===== config.mk =====
export PLATFORM = sky130hd
export DESIGN_NAME = instr_fetch_unit_flat
export DESIGN_NICKNAME = d
export VERILOG_FILES = /design/src/rtl/instr_fetch_unit_pkg.sv /design/src/rtl/instr_fetch_unit_if.sv /design/src/rtl/instr_fetch_unit_prog_buffer.sv /design/src/rtl/instr_fetch_unit.sv /design/src/flat_wrapper.sv
export SDC_FILE = /design/constraint.sdc
export NUM_CORES = 1
export LEC_CHECK = 0
export CAP_MARGIN = 0
export CORE_MARGIN = 2
export CORE_UTILIZATION = 35
export DETAILED_ROUTE_END_ITERATION = 16
export MAX_ROUTING_LAYER = met4
export SYNTH_ARGS = -nofsm -noshare
export SYNTH_HDL_FRONTEND = slang
export SYNTH_SLANG_ARGS = --single-unit

===== constraint.sdc =====
create_clock -name clk -period 5.8 [get_ports clk]
set_input_delay 1.16 -clock clk [delete_from_list [all_inputs] [get_ports clk]]
set_output_delay 1.16 -clock clk [all_outputs]
set_load 0.03 [all_outputs]

===== src/rtl/instr_fetch_unit_pkg.sv =====
// Shared definitions for the instruction fetch unit: sequencer state codes,
// program geometry and instruction field layout.
package instr_fetch_unit_pkg;

    localparam int MAX_PC = 7;
    localparam int DEPTH  = MAX_PC + 1;
    localparam int CMD_W  = 6;
    localparam int ADDR_W = 3;
    localparam int PC_W   = 4;
    localparam int CNT_W  = 4;

    localparam int         OP_HI       = 5;
    localparam int         OP_LO       = 4;
    localparam logic [1:0] OP_RESERVED = 2'b11;

    typedef enum logic [2:0] {
        ST_INPUT   = 3'd0,
        ST_DECODE  = 3'd1,
        ST_RF      = 3'd2,
        ST_EXECUTE = 3'd3,
        ST_RW      = 3'd4,
        ST_DISPLAY = 3'd5
    } seq_state_e;

    function automatic logic is_reserved(input logic [CMD_W-1:0] cmd);
        return cmd[OP_HI:OP_LO] == OP_RESERVED;
    endfunction

endpackage


===== src/rtl/instr_fetch_unit_if.sv =====
// Sequencer-to-fetch-unit bundle; the fetch unit is the slave (responder).
interface instr_fetch_unit_if;
    import instr_fetch_unit_pkg::*;

    logic [2:0]        current_state;
    logic              done;
    logic              load_en;
    logic [ADDR_W-1:0] load_addr;
    logic [CMD_W-1:0]  load_data;
    logic [CMD_W-1:0]  command;
    logic [PC_W-1:0]   PC;
    logic              instruction_invalid;
    logic [CNT_W-1:0]  invalid_count;
    logic              halted;

    modport master (
        output current_state, done, load_en, load_addr, load_data,
        input  command, PC, instruction_invalid, invalid_count, halted
    );

    modport slave (
        input  current_state, done, load_en, load_addr, load_data,
        output command, PC, instruction_invalid, invalid_count, halted
    );

endinterface


===== src/rtl/instr_fetch_unit_prog_buffer.sv =====
// Program storage with per-entry valid bits; combinational read so a fetch
// latched on a write edge naturally sees the pre-write contents.
module prog_buffer
    import instr_fetch_unit_pkg::*;
(
    input  logic              clk,
    input  logic              reset,
    input  logic              we_i,
    input  logic [ADDR_W-1:0] waddr_i,
    input  logic [CMD_W-1:0]  wdata_i,
    input  logic [ADDR_W-1:0] raddr_i,
    output logic [CMD_W-1:0]  rdata_o,
    output logic              rvalid_o
);

    logic [CMD_W-1:0] mem_q [DEPTH];
    logic [DEPTH-1:0] valid_q;

    // Only the valid bits are reset; stale data stays in the array.
    always_ff @(posedge clk) begin
        if (reset) begin
            valid_q <= '0;
        end else if (we_i) begin
            valid_q[waddr_i] <= 1'b1;
        end
        if (we_i && !reset) begin
            mem_q[waddr_i] <= wdata_i;
        end
    end

    assign rdata_o  = mem_q[raddr_i];
    assign rvalid_o = valid_q[raddr_i];

endmodule


===== src/rtl/instr_fetch_unit.sv =====
// Fetch unit: latches the instruction at PC during INPUT, advances PC on RW,
// counts invalid fetches and reports the DISPLAY (halted) condition.
module instr_fetch_unit
    import instr_fetch_unit_pkg::*;
(
    input  logic                 clk,
    input  logic                 reset,
    instr_fetch_unit_if.slave    bus
);

    logic [PC_W-1:0]  pc_q, pc_d;
    logic [CMD_W-1:0] cmd_q, cmd_d;
    logic             inv_q, inv_d;
    logic [CNT_W-1:0] cnt_q, cnt_d;
    logic             halted_q, halted_d;

    logic             buf_we;
    logic [CMD_W-1:0] rd_data;
    logic             rd_valid;

    assign buf_we = bus.load_en && (bus.current_state == ST_INPUT) && !reset;

    prog_buffer u_prog_buffer (
        .clk      (clk),
        .reset    (reset),
        .we_i     (buf_we),
        .waddr_i  (bus.load_addr),
        .wdata_i  (bus.load_data),
        .raddr_i  (pc_q[ADDR_W-1:0]),
        .rdata_o  (rd_data),
        .rvalid_o (rd_valid)
    );

    // Codes 6 and 7 fall through to the default and hold everything.
    always_comb begin
        pc_d     = pc_q;
        cmd_d    = cmd_q;
        inv_d    = inv_q;
        cnt_d    = cnt_q;
        halted_d = halted_q;
        case (bus.current_state)
            ST_INPUT: begin
                halted_d = 1'b0;
                cmd_d    = rd_data;
                inv_d    = ~rd_valid | is_reserved(rd_data);
                if (inv_d && (cnt_q != {CNT_W{1'b1}})) begin
                    cnt_d = cnt_q + 1'b1;
                end
            end
            ST_DECODE, ST_RF, ST_EXECUTE: begin
                halted_d = 1'b0;
            end
            ST_RW: begin
                halted_d = 1'b0;
                if (pc_q < PC_W'(MAX_PC)) begin
                    pc_d = pc_q + 1'b1;
                end
            end
            ST_DISPLAY: begin
                halted_d = 1'b1;
            end
            default: begin
            end
        endcase
    end

    always_ff @(posedge clk) begin
        if (reset) begin
            pc_q     <= '0;
            cmd_q    <= '0;
            inv_q    <= 1'b0;
            cnt_q    <= '0;
            halted_q <= 1'b0;
        end else begin
            pc_q     <= pc_d;
            cmd_q    <= cmd_d;
            inv_q    <= inv_d;
            cnt_q    <= cnt_d;
            halted_q <= halted_d;
        end
    end

    assign bus.command             = cmd_q;
    assign bus.PC                  = pc_q;
    assign bus.instruction_invalid = inv_q;
    assign bus.invalid_count       = cnt_q;
    assign bus.halted              = halted_q;

`ifndef SYNTHESIS
    // done may only rise while the sequencer idles in INPUT or DISPLAY.
    a_done_protocol: assert property (@(posedge clk) disable iff (reset)
        $rose(bus.done) |-> (bus.current_state == ST_INPUT ||
                             bus.current_state == ST_DISPLAY))
        else $error("done rose in state %0d", bus.current_state);
`endif

endmodule


===== src/flat_wrapper.sv =====
// flat-port wrapper written by rule: the top's interface ports become plain ports
module instr_fetch_unit_flat import instr_fetch_unit_pkg::*;
  (clk, reset, bus_current_state, bus_done, bus_load_en, bus_load_addr, bus_load_data, bus_command, bus_PC, bus_instruction_invalid, bus_invalid_count, bus_halted);
  instr_fetch_unit_if bus_i ();
  input  logic clk;
  input  logic reset;
  input wire logic [$bits(bus_i.current_state)-1:0] bus_current_state;
  input wire logic [$bits(bus_i.done)-1:0] bus_done;
  input wire logic [$bits(bus_i.load_en)-1:0] bus_load_en;
  input wire logic [$bits(bus_i.load_addr)-1:0] bus_load_addr;
  input wire logic [$bits(bus_i.load_data)-1:0] bus_load_data;
  output wire logic [$bits(bus_i.command)-1:0] bus_command;
  output wire logic [$bits(bus_i.PC)-1:0] bus_PC;
  output wire logic [$bits(bus_i.instruction_invalid)-1:0] bus_instruction_invalid;
  output wire logic [$bits(bus_i.invalid_count)-1:0] bus_invalid_count;
  output wire logic [$bits(bus_i.halted)-1:0] bus_halted;
  assign bus_i.current_state = bus_current_state;
  assign bus_i.done = bus_done;
  assign bus_i.load_en = bus_load_en;
  assign bus_i.load_addr = bus_load_addr;
  assign bus_i.load_data = bus_load_data;
  assign bus_command = bus_i.command;
  assign bus_PC = bus_i.PC;
  assign bus_instruction_invalid = bus_i.instruction_invalid;
  assign bus_invalid_count = bus_i.invalid_count;
  assign bus_halted = bus_i.halted;
  instr_fetch_unit u_core (.clk(clk), .reset(reset), .bus(bus_i));
endmodule

Word-level counts from Yosys, hierarchy flattened
Memories as Yosys holds them, arrays and structs flattened. A register that Yosys moved wholly into a read port is not among the register bits.
Cells that the tools add are included.
- memories: 1
- flip-flop bits (word level): 24
- bits in writable memories: 48
- output and inout bits: 16
- input port bits: 16
- reduce and logical (&&, ||, !) cells: 11
- $lt $le $gt $ge: 4
- muxes and demuxes: 9
- equal/unequal tests: 7
- bitwise logic cells: 3
- add/sub/neg operators: 2
- memory list (memory ; depth ; bits a word ; rd ports ; clocked after memory_dff ; write ports ; line ; text):
    u_core.u_prog_buffer.mem_q ; 8 ; 6 ; 1 ; 1 ; 1 ; instr_fetch_unit_prog_buffer.sv:16 ; logic [CMD_W-1:0] mem_q [DEPTH];
- operator list (kind ; number):
    adder 4 x 1 -> 4 bit (second input constant) ; 2
    < comparator 3 x 4 -> 1 bit (second input constant) ; 2
    bitwise OR 8 bit ; 1
    == test 3 x 2 -> 1 bit (second input constant) ; 2
    == test 3 bit (second input constant) ; 2
    two-way mux 3 bit ; 2
    logical AND 1 bit ; 5
    OR reduction 5 bit ; 1
    < comparator 4 x 3 -> 1 bit (second input constant) ; 1
    two-way mux 1 bit ; 4
    inequality test 4 bit (second input constant) ; 1
    AND reduction 2 bit ; 2
    binary-select mux 1 bit (select 3 bit) ; 1
    demux 1 bit (select 3 bit) ; 1
    == test 3 x 1 -> 1 bit (second input constant) ; 1
    >= comparator 3 x 1 -> 1 bit (second input constant) ; 1
    logical NOT 3 bit ; 1
    == test 2 bit (second input constant) ; 1
    case mux 1 bit (2 select lines) ; 1
    nonzero test 2 bit ; 1
    logical NOT 1 bit ; 1
    inverter 1 bit ; 1
    bitwise OR 1 bit ; 1

Logic depth before layout (Yosys ltp)
- depth in word-level cells: 6
- mapped depth: 6
- gate-level depth less buffers: 6

Modules after synthesis
A second synthesis with hierarchy kept.
- cells, all modules: 199
- area, all modules: 3017.9 um^2
- modules (own cells, without submodules) (module ; times used ; seq. area each (um^2) ; cells an instance ; area an instance (um^2)):
    prog_buffer ; 1 ; 1601.5 ; 121 ; 2314.7
    instr_fetch_unit ; 1 ; 320.3 ; 78 ; 703.2

Worst setup path before layout
No wires, ideal clock.
- kind: in2reg
- start point: in bus_current_state[1]
- end point: mem u_core.u_prog_buffer.mem_q[1][0], enable pin
- data required time: 5.421 ns
- arrival: 2.356 ns
- stages on the path: 3
- library setup time: 0.379 ns
- setup slack: 3.065 ns
- cell sequence: nor3_2 > nand4b_1 > nor3_1
- longest elaborated chain between the ends: 6
- RTL lines (what ; line ; text):
    start, declared ; flat_wrapper.sv:7 ; input wire logic [$bits(bus_i.current_state)-1:0] bus_current_state;
    logical NOT 3 bit ; instr_fetch_unit.sv:21 ; assign buf_we = bus.load_en && (bus.current_state == ST_INPUT) && !reset;
    logical AND 1 bit (2 in series) ; instr_fetch_unit.sv:21 ;
    logical AND 1 bit ; instr_fetch_unit_prog_buffer.sv:26 ; if (we_i && !reset) begin
    two-way mux 1 bit ; instr_fetch_unit_prog_buffer.sv:26 ;
    two-way mux 1 bit (not written as such) ; instr_fetch_unit_prog_buffer.sv:27 ; mem_q[waddr_i] <= wdata_i;
    end, declared ; instr_fetch_unit_prog_buffer.sv:16 ;
No other way between the ends.

Final worst setup path
- start point: in reset
- end point: mem u_core.u_prog_buffer.mem_q[1][5], enable pin
- longest elaborated chain between the ends: 5
- RTL lines (what ; line ; text):
    start, declared ; flat_wrapper.sv:6 ; input logic reset;
    logical NOT 1 bit * ; instr_fetch_unit_prog_buffer.sv:26, instr_fetch_unit.sv:21 ;
    logical AND 1 bit ; instr_fetch_unit.sv:21 ;
    logical AND 1 bit * ; instr_fetch_unit_prog_buffer.sv:26 ;
    two-way mux 1 bit * ; instr_fetch_unit_prog_buffer.sv:26 ;
    two-way mux 1 bit (not written as such) * ; instr_fetch_unit_prog_buffer.sv:27 ;
Mark *: on every way between the ends. The rest lies on a longest branch, timed or not.

==> qor.yml <==
p_leak_nw: 1.10
critPathMaxFanout: 29
num_antenna_cells: 0
crit_path_end: "u_core.u_prog_buffer.mem_q[1][5]"
drt-total-wl_mm: 5.25
start_kind: "input pin"
worstMarginPinSlew_ps: 990
yosysWarnings: 0
crit_start: "reset"
clkLatencyLatePin_ps: 350
first_pass_iters: 4
num_io_pins: 32
tns_ps: 0
crit_type: "in -> reg"
root_buffer: "clkbuf_8"
syn_area_um2: 2900
area_growth_pct: 20.5
drc: 0
antenna_found_initial: 0
wire_per_inst_um: 15.9
finalSetupViolations: 0
coreArea_um2: 8130
holdBufCountCts: 0
grt_pass1_vias: 1582
syn_nets: 202
max_cap_violations: 0
initial_core_util_pct: 35.6
avgSynthCellArea_um2: 15.7
r2r_setup_slack_ps: 3280
hpwl_mm: 3.46
cts_buffers: 9
die_h_um: 95.0
end_kind: "flop"
worst_r2r_path_depth: 5
r2r_end: "u_core.bus.invalid_count[0]"
hold_ws_ps: 473
fin_worst_skew_ps: 6.81
grt_setup_unrepaired: "false"
max-slew-margin-rel_pct: 33.8
seq_area_frac_synth_pct: 68.4
power.density_nw_per_um2: 284
die_x_um: 95.0
post-route-period-util_pct: 58.9
vias: 1598
ir_worst_vdd_v: 0.000130
final_core_util_pct: 42.9
postRouteAntennaNets: 0
groute.usage.overall_pct: 13.3
dieArea_um2: 9020
synth_seq_cells: 75
max_freq_mhz: 293
slew_viol_final: 0
drtIter0Drc: 89
critPathArrivalTime_ps: 3480
worstHoldPathType: "reg -> reg"
cts.sinks: 75
post_cts_buffers: 0
clk_pin_slew_ps: 70
postCtsResizedCells: 0
cts_tree: "yes"
nNetsFinal: 239
overflow: 0
clockBufferDepth: 2
port_buffers: 30
period_minus_slack_ps: 3420
synth_cell_type_count: 33
grt_max_degree: 30
outcome: "completed"
holdCritStartpoint: "u_core.u_prog_buffer.valid_q[5]"
htree_levels: 3
grt_pass1_wl_mm: 8.19
hold_violations: 0
gp_congestion: 0.732
drive_gt1_share_pct: 15.9
viasPerCell: 4.83
synthCells: 184
fp-row-count: 33
critical_path_required_ps: 5860
layer usage:
| metal | routed length [um] | share of wire (%) | track usage [%] |
|---|---|---|---|
| met2 | 2400 | 46 | 19.3 |
| met4 | 110 | 2.1 | 6.52 |
| met1 | 2510 | 48 | 17.2 |
| met5 | 0 | 0 | - |
| met3 | 225 | 4.3 | 3.99 |
flip-flops by register name, summed over array words and instances (netlist names), named ones only:
signal,cells
u_core.bus.instruction_invalid,1
u_core.bus.invalid_count,4
u_core.bus.command,6
u_core.u_prog_buffer.mem_q,48
u_core.u_prog_buffer.valid_q,8
u_core.bus.PC,4
u_core.bus.halted,1
synth_stat cells:
master / count / area [um^2]
a211oi_1: 7 / 52.6
dfxtp_1: 27 / 541
nor3b_1: 1 / 7.51
buf_6: 1 / 11.3
a21oi_1: 2 / 10.0
nor2b_1: 1 / 6.26
mux4_2: 12 / 270
nor3_1: 2 / 10.0
nand4bb_1: 1 / 11.3
mux4_1: 2 / 52.6
nor2_1: 37 / 139
nand2b_1: 5 / 31.3
and3_1: 1 / 6.26
a31oi_1: 2 / 12.5
mux2i_4: 1 / 22.5
buf_1: 1 / 3.75
nand4b_1: 1 / 8.76
and3_4: 1 / 11.3
a311oi_2: 1 / 15.0
mux2_4: 1 / 15.0
xor2_1: 1 / 8.76
clkbuf_1: 3 / 11.3
buf_2: 2 / 10.0
nand2_1: 5 / 18.8
nor4b_1: 1 / 8.76
ha_1: 2 / 25.0
nor3_2: 1 / 10.0
nand3_1: 3 / 15.0
mux2i_1: 8 / 80.1
and4b_1: 1 / 10.0
edfxtp_1: 48 / 1440
and2_1: 1 / 6.26
o221ai_2: 1 / 15.0
critical path: stages:
cell and delay (ps):
clkdlybuf4s50_1 920, nand4b_1 520, nor3_1 600, buf_4 270
report_power, final:
| group | switching, W | internal (W) | total [W] |
|---|---|---|---|
| registers | 0.00000678 | 0.000572 | 0.000579 |
| logic | 0.0000265 | 0.0000274 | 0.0000539 |
| clock network | 0.000201 | 0.000157 | 0.000358 |
through the flow:
step | cells | area, um^2 | setup WS, ps | power [W]
after floorplan | 184 | 2900 | 3060 | 0.000619
after global placement | 315 | 3320 | 2050 | 0.000645
after detailed placement | 315 | 3320 | 2030 | 0.000646
after CTS | 331 | 3490 | 2400 | 0.00100
after global routing | 331 | 3490 | 2320 | 0.00103
final | 331 | 3490 | 2380 | 0.000991
cells by family after synthesis:
group           synth area share (%)
mux                             15.2
buf+inv                         1.25
xor+xnor                       0.302
flops                           68.4
compound gates                  3.63
fa+ha+maj                      0.863
simple gates                    10.4
layout make-up:
class / instances / area, um^2
Fill cell: 731 / 4640
Clock inverter: 7 / 52.6
Sequential cell: 75 / 1980
Timing Repair Buffer: 33 / 323
Multi-Input combinational cell: 102 / 880
Tap cell: 105 / 131
Clock buffer: 9 / 124
layout by cell type, fill, tap and decap left out, drive strengths merged:
master / instances
edfxtp: 48
nor2: 37
clkdlybuf4s50: 30
dfxtp: 27
mux4: 14
clkbuf: 9
mux2i: 9
a211oi: 7
nand2: 5
nand2b: 5
nand3: 3
clkinvlp: 3
buf: 3
nor3: 3
a21oi: 2
a31oi: 2
ha: 2
inv: 2
and3: 2
clkinv: 2
nand4b: 1
nand4bb: 1
o221ai: 1
nor2b: 1
mux2: 1
nor4b: 1
xor2: 1
and2: 1
nor3b: 1
and4b: 1
a311oi: 1
worst min path at each step:
stage	to	depth (start not counted)
after floorplan	u_core.u_prog_buffer.valid_q[2]	2
after global placement	u_core.u_prog_buffer.valid_q[5]	2
after detailed placement	u_core.u_prog_buffer.valid_q[5]	2
after CTS	u_core.u_prog_buffer.valid_q[5]	2
after global routing	u_core.u_prog_buffer.valid_q[0]	2
final	u_core.u_prog_buffer.valid_q[5]	2
(Power assumes the default switching activity.)
